`src/rtl/perm_unrolled_core.sv`:
```
// perm_unrolled_core: ASCON permutation applying UNROLL rounds per clock, IDLE/RUN/DONE control.
// Optional PERM_ABORT_EN adds abort_i to cancel a permutation in flight.
package perm_pkg;
    typedef logic [319:0] type_state;
endpackage

module perm_unrolled_core
    import perm_pkg::*;
#(
    parameter int UNROLL     = 1,
    parameter int MAX_ROUNDS = 12
) (
    input  logic       clock_i,
    input  logic       reset_i,
    input  logic       start_i,
    input  logic [3:0] nb_rounds_i,
    input  type_state  state_i,
`ifdef PERM_ABORT_EN
    input  logic       abort_i,
`endif
    output logic       busy_o,
    output logic       done_o,
    output type_state  state_o
);
    localparam int IW = $clog2(MAX_ROUNDS + UNROLL + 1);

    typedef enum logic [1:0] {IDLE, RUN, DONE} fsm_t;

    fsm_t            fsm_q, fsm_d;
    logic [IW-1:0]   rnd_q, rnd_d, base, nxt;
    logic [3:0]      r_clamp;
    type_state       state_q, state_d, cur;
    logic            accept, last, abort;

`ifdef PERM_ABORT_EN
    assign abort = abort_i;
`else
    assign abort = 1'b0;
`endif

    function automatic logic [63:0] ror(input logic [63:0] v, input int n);
        return (v >> n) | (v << (64 - n));
    endfunction

    // round constant for index i: high nibble counts down, low nibble counts up
    function automatic logic [7:0] rc_f(input int i);
        return {4'(15 - i), 4'(i)};
    endfunction

    function automatic type_state round_f(input type_state s, input logic [7:0] c);
        logic [63:0] x0, x1, x2, x3, x4, t0, t1, t2, t3, t4;
        x0 = s[319:256];
        x1 = s[255:192];
        x2 = s[191:128] ^ {56'd0, c};
        x3 = s[127:64];
        x4 = s[63:0];
        x0 ^= x4; x4 ^= x3; x2 ^= x1;
        t0 = ~x0 & x1; t1 = ~x1 & x2; t2 = ~x2 & x3; t3 = ~x3 & x4; t4 = ~x4 & x0;
        x0 ^= t1; x1 ^= t2; x2 ^= t3; x3 ^= t4; x4 ^= t0;
        x1 ^= x0; x0 ^= x4; x3 ^= x2; x2 = ~x2;
        return {x0 ^ ror(x0, 19) ^ ror(x0, 28),
                x1 ^ ror(x1, 61) ^ ror(x1, 39),
                x2 ^ ror(x2, 1)  ^ ror(x2, 6),
                x3 ^ ror(x3, 10) ^ ror(x3, 17),
                x4 ^ ror(x4, 7)  ^ ror(x4, 41)};
    endfunction

    always_comb begin
        accept  = start_i && fsm_q != RUN;
        r_clamp = (nb_rounds_i == 4'd0 || int'(nb_rounds_i) > MAX_ROUNDS) ? 4'(MAX_ROUNDS) : nb_rounds_i;
        base    = accept ? IW'(MAX_ROUNDS - int'(r_clamp)) : rnd_q;
        cur     = accept ? state_i : state_q;
        // stages past the last round index pass through, covering R mod UNROLL tails
        for (int u = 0; u < UNROLL; u++)
            cur = (int'(base) + u < MAX_ROUNDS) ? round_f(cur, rc_f(int'(base) + u)) : cur;
        nxt     = base + IW'(UNROLL);
        last    = int'(nxt) >= MAX_ROUNDS;
        fsm_d   = fsm_q;
        rnd_d   = rnd_q;
        state_d = state_q;
        if (accept || (fsm_q == RUN && !abort)) begin
            state_d = cur;
            rnd_d   = last ? IW'(MAX_ROUNDS) : nxt;
            fsm_d   = last ? DONE : RUN;
        end else if (fsm_q != IDLE) begin
            fsm_d   = IDLE;
        end
    end

    always_ff @(posedge clock_i) begin
        if (reset_i) begin
            fsm_q   <= IDLE;
            rnd_q   <= '0;
            state_q <= '0;
        end else begin
            fsm_q   <= fsm_d;
            rnd_q   <= rnd_d;
            state_q <= state_d;
        end
    end

    assign busy_o  = fsm_q == RUN;
    assign done_o  = fsm_q == DONE;
    assign state_o = state_q;
endmodule

```
`config.mk`:
```
export PLATFORM = sky130hd
export DESIGN_NAME = perm_unrolled_core
export DESIGN_NICKNAME = d
export VERILOG_FILES = /design/src/rtl/perm_unrolled_core.sv
export SDC_FILE = /design/constraint.sdc
export NUM_CORES = 2
export LEC_CHECK = 0
export CAP_MARGIN = 25
export CELL_PAD_IN_SITES_DETAIL_PLACEMENT = 0
export CELL_PAD_IN_SITES_GLOBAL_PLACEMENT = 1
export CORE_ASPECT_RATIO = 2
export CORE_MARGIN = 5
export CORE_UTILIZATION = 45
export CTS_BUF_LIST = sky130_fd_sc_hd__clkbuf_4
export CTS_CLUSTER_DIAMETER = 50
export DETAILED_ROUTE_END_ITERATION = 8
export DONT_BUFFER_PORTS = 1
export GPL_ROUTABILITY_DRIVEN = 1
export GPL_TIMING_DRIVEN = 0
export PLACE_DENSITY_LB_ADDON = 0.1
export SLEW_MARGIN = 15
export SYNTH_ARGS = -nofsm -noshare
export SYNTH_HDL_FRONTEND = slang
export SYNTH_SLANG_ARGS = --single-unit
```
`constraint.sdc`:
```
create_clock -name clock_i -period 5.8 [get_ports clock_i]
set_clock_uncertainty 0.1 [all_clocks]
set_input_delay 1.45 -clock clock_i [delete_from_list [all_inputs] [get_ports clock_i]]
set_output_delay 1.45 -clock clock_i [all_outputs]
set_load 0.05 [all_outputs]
```
==> impl_metrics.env, run 1 <==
export IMPL_grt_max_degree=20
export IMPL_cts_sinks=326
export IMPL_synth_edf_count=0
export IMPL_io_buffers=0
export IMPL_postSynthAreaPerCell_um2=8.41
export IMPL_syn_instance_count=4097
export IMPL_muxShareOfSynthArea=0.0607
export IMPL_firstError="[ERROR GRT-0116] Global routing finished with congestion. Check the congestion regions in the DRC Viewer."
export IMPL_netlist_area_um2=34400
export IMPL_synth_top_area_share=0.214
export IMPL_die_x_um=206
export IMPL_ctsHoldBuffers=0
export IMPL_grt_pass1_wl_um=424000
export IMPL_yosys_area_share_simple=0.109
export IMPL_grt_pass1_vias=43000
export IMPL_grt_usage=0.727
export IMPL_initial_core_util=0.453
export IMPL_synth_nets=4554
export IMPL_synthTopCellsByCount="xnor2_1, nand2_1, dfxtp_1, xor2_1, a21oi_1"
export IMPL_die_h_um=401
export IMPL_synth_compound_area_share=0.199
export IMPL_ys_warn_count=0
export IMPL_synth_xor_area_frac=0.327
export IMPL_synthArstFlopShare=0
export IMPL_synth_area_leaders="xnor2_1, dfxtp_1, xor2_1, ha_1, xnor3_1"
export IMPL_ys_flop_type="dfxtp_1"
export IMPL_synthAdderAreaFrac=0.0662
export IMPL_stop_stage="global routing (5_1_grt)"
export IMPL_synth_seq_cells=326
export IMPL_numPlacedInstances=5202
export IMPL_hpwl_um=221000
export IMPL_grt_overflow=279
export IMPL_ys_seq_area_frac=0.189
export IMPL_synth_cell_types=79
export IMPL_io_pins=649
export IMPL_h_tree_depth=3
export IMPL_cts_buffers=90
export IMPL_clk_path_buf_depth=3
export IMPL_yosysMostFrequentCell="xnor2_1"
export IMPL_fp_row_count=143
export IMPL_cts_root_buffer="clkbuf_4"
export IMPL_synth_top_family_by_area="XOR/XNOR gates"
export IMPL_yosysTopAreaCell="xnor2_1"
export IMPL_globalplace_congestion=1.26
export IMPL_status="stopped before the end"
metrics by stage:
| stage | worst slack [ns] | utilization | hold slack, ns | cell area, µm² | TNS (ns) |
|---|---|---|---|---|---|
| 3_3_place_gp | -2.54 | 0.470 | 0.461 | 35700 | -456.03 |
| 4_1_cts | 0.00298 | 0.507 | 0.424 | 38600 | 0 |
| 3_5_place_dp | -1.95 | 0.488 | 0.477 | 37100 | -246.90 |
| 2_1_floorplan | 1.02 | - | 0.391 | 34400 | 0 |
cell families after synthesis:
family          count (synthesis)
xor+xnor                     1152
compound gates                984
simple gates                  854
buf+inv                       388
flops                         326
mux                           198
fa+ha+maj                     195
timing repair:
| action | 4_1_cts |
|---|---|
| endpoints found under the setup margin | 139 |
| pin swaps | 3 |
| buffers inserted | 1 |
| gates resized for setup | 47 |
layer usage:
layer / global-route usage / overflow
met1: 0.735 / 1
met3: 0.552 / 5
met5: 0.145 / 0
met4: 0.727 / 116
met2: 0.898 / 157
==> run 2, diff against run 1 <==
Settings changed: CELL_PAD_IN_SITES_DETAIL_PLACEMENT 0 to unset, CELL_PAD_IN_SITES_GLOBAL_PLACEMENT 1 to unset, CORE_ASPECT_RATIO 2 to unset, CORE_UTILIZATION 45 to 30, CTS_BUF_LIST sky130_fd_sc_hd__clkbuf_4 to unset, CTS_CLUSTER_DIAMETER 50 to unset, PLACE_DENSITY_LB_ADDON 0.1 to 0.15.
==> impl_metrics.env, run 2 <==
export IMPL_status="finished with violations"
export IMPL_violations="setup timing"
export IMPL_postSynthAreaPerCell_um2=8.41
export IMPL_wl_um=302000
export IMPL_post_route_util=0.356
export IMPL_die_h_um=349
export IMPL_most_common_layout_cells="xnor2_1, nand2_1, dfxtp_1"
export IMPL_largest_reg_flops=320
export IMPL_multi_input_area_um2=27500
export IMPL_ys_flop_type="dfxtp_1"
export IMPL_globalplace_congestion=1.10
export IMPL_initial_core_util=0.302
export IMPL_clk_insertion_delay_late_ns=0.69
export IMPL_final_cell_count_no_fill=5846
export IMPL_hpwl_um=243000
export IMPL_synthArstFlopShare=0
export IMPL_regArea_um2=6530
export IMPL_antenna_left=0
export IMPL_synth_nets=4554
export IMPL_syn_instance_count=4097
export IMPL_cts_root_buffer="clkbuf_16"
export IMPL_ctsHoldBuffers=0
export IMPL_holdCritPathClass="flip-flop to flip-flop"
export IMPL_grt_usage=0.472
export IMPL_drv_cap=0
export IMPL_yosysMostFrequentCell="xnor2_1"
export IMPL_fp_row_count=124
export IMPL_grt_pass1_wl_um=378000
export IMPL_cts_tree="done"
export IMPL_routedWlPerCell_um=51.7
export IMPL_cp_end_kind="flip-flop"
export IMPL_netlist_area_um2=34400
export IMPL_clkTransAtPathRegs_ns=0.06
export IMPL_fin_ws_ns=-0.281
export IMPL_clk_path_buf_depth=3
export IMPL_grt_antenna_before_repair=52
export IMPL_finalCriticalPeriod_ns=6.08
export IMPL_ys_warn_count=0
export IMPL_area_delta_synth_final_pct=18.1
export IMPL_worstSetupPathType="primary input to flip-flop"
export IMPL_synthTopCellsByCount="xnor2_1, nand2_1, dfxtp_1, xor2_1, a21oi_1"
export IMPL_io_pins=649
export IMPL_yosysTopAreaCell="xnor2_1"
export IMPL_clock_fmax_mhz=164
export IMPL_period_share=1.05
export IMPL_arrival_ns=6.61
export IMPL_vias_per_cell=6.58
export IMPL_io_buffers=0
export IMPL_detail_route_first_pass_iterations=6
export IMPL_n_fill_cell=12100
export IMPL_drv_slew=0
export IMPL_grt_overflow=0
export IMPL_synth_edf_count=0
export IMPL_max_slew_worst_pin_slew_ns=1.32
export IMPL_die_x_um=349
export IMPL_grt_pass1_vias=35400
export IMPL_numPlacedInstances=5718
export IMPL_cp_required_ns=6.33
export IMPL_vias=38500
export IMPL_final_common_cell="xnor2_1"
export IMPL_synth_area_leaders="xnor2_1, dfxtp_1, xor2_1, ha_1, xnor3_1"
export IMPL_core_um2=114000
export IMPL_cp_max_fo=10
export IMPL_cts_sinks=326
export IMPL_layout_drive_gt1_share=0.140
export IMPL_synth_seq_cells=326
export IMPL_ys_seq_area_frac=0.189
export IMPL_drc_errors=0
export IMPL_fin_nets=4717
export IMPL_worstSetupStartpointType="primary input"
export IMPL_dieArea_um2=122000
export IMPL_h_tree_depth=2
export IMPL_place_ws_ns=-1.85
export IMPL_synth_cell_types=79
export IMPL_cts_buffers=50
export IMPL_drt_initial_drc_count=5835
export IMPL_maxSlewHeadroom=0.119
export IMPL_setup_viol=50
export IMPL_grt_max_degree=20
export IMPL_synth_top_area_share=0.214
export IMPL_final_hold_viol_count=0
==> run 2: what timing repair did <==
action | 4_1_cts | 5_1_grt
setup endpoints to repair | 213 | 24
pin swaps | 1 | 0
gates resized for setup | 96 | 16
buffers inserted | 1 | 0
==> run 2: worst max-delay path, stage by stage <==
cell and delay, ns:
inv_2 0.05, nor2_4 0.20, buf_6 0.20, buf_6 0.35, buf_4 0.39, buf_6 0.36, buf_4 0.40, buf_2 0.55
nand2_1 0.11, o21ai_0 0.20, ha_1 0.38, xnor2_1 0.19, xnor2_2 0.53, xnor2_1 0.16, xnor2_1 0.75, a21o_1 0.22
==> run 2: final cells by class <==
| cell class | count | area share |
|---|---|---|
| flip-flops and latches | 326 | 0.160 |
| multi-input cells | 3383 | 0.677 |
| clock inverters | 16 | 0.00394 |
| well taps | 1512 | 0.0465 |
| inverters | 151 | 0.0140 |
| plain buffers | 235 | 0.0289 |
| repair buffers | 113 | 0.0295 |
| diodes | 34 | 0.00209 |
| clock buffers | 76 | 0.0377 |
==> run 2: cell families after synthesis <==
group / after synthesis / synth area share
xor+xnor: 1152 / 0.327
compound gates: 984 / 0.199
simple gates: 854 / 0.109
buf+inv: 388 / 0.0479
flops: 326 / 0.189
mux: 198 / 0.0607
fa+ha+maj: 195 / 0.0662
==> run 2: metrics by stage <==
step           setup TNS (ns)  cell area [µm²]  hold slack (ns)
3_3_place_gp          -511.67            36300            0.470
4_1_cts               -0.0217            40500            0.476
6_report                -4.01            40700            0.491
5_1_grt              -0.00134            40600            0.522
3_5_place_dp          -265.47            38100            0.462
2_1_floorplan               0            34400            0.391
==> run 2: worst paths after layout <==
check / from / end / slack, ns / depth (start not counted)
min reg2reg: rnd_q[2] / rnd_q[2] / 0.49 / 2
min: rnd_q[2] / rnd_q[2] / 0.49 / 2
max reg2reg: fsm_q[1] / state_o[308] / -0.11 / 17
max: start_i / state_o[308] / -0.28 / 16
==> run 2: layer usage <==
metal  GRT usage  wire [µm]  vias to the layer above
li1            -          -                    14900
met1       0.549     110000                    19200
met2       0.689     123000                     3345
met3       0.198      40600                     1047
met4       0.357      28700                       12
met5           0         86                        -
Power of run 2 is left out: the tool's default activity adds up to more than one toggle a clock period on the data nets, which glitch-free logic cannot reach.
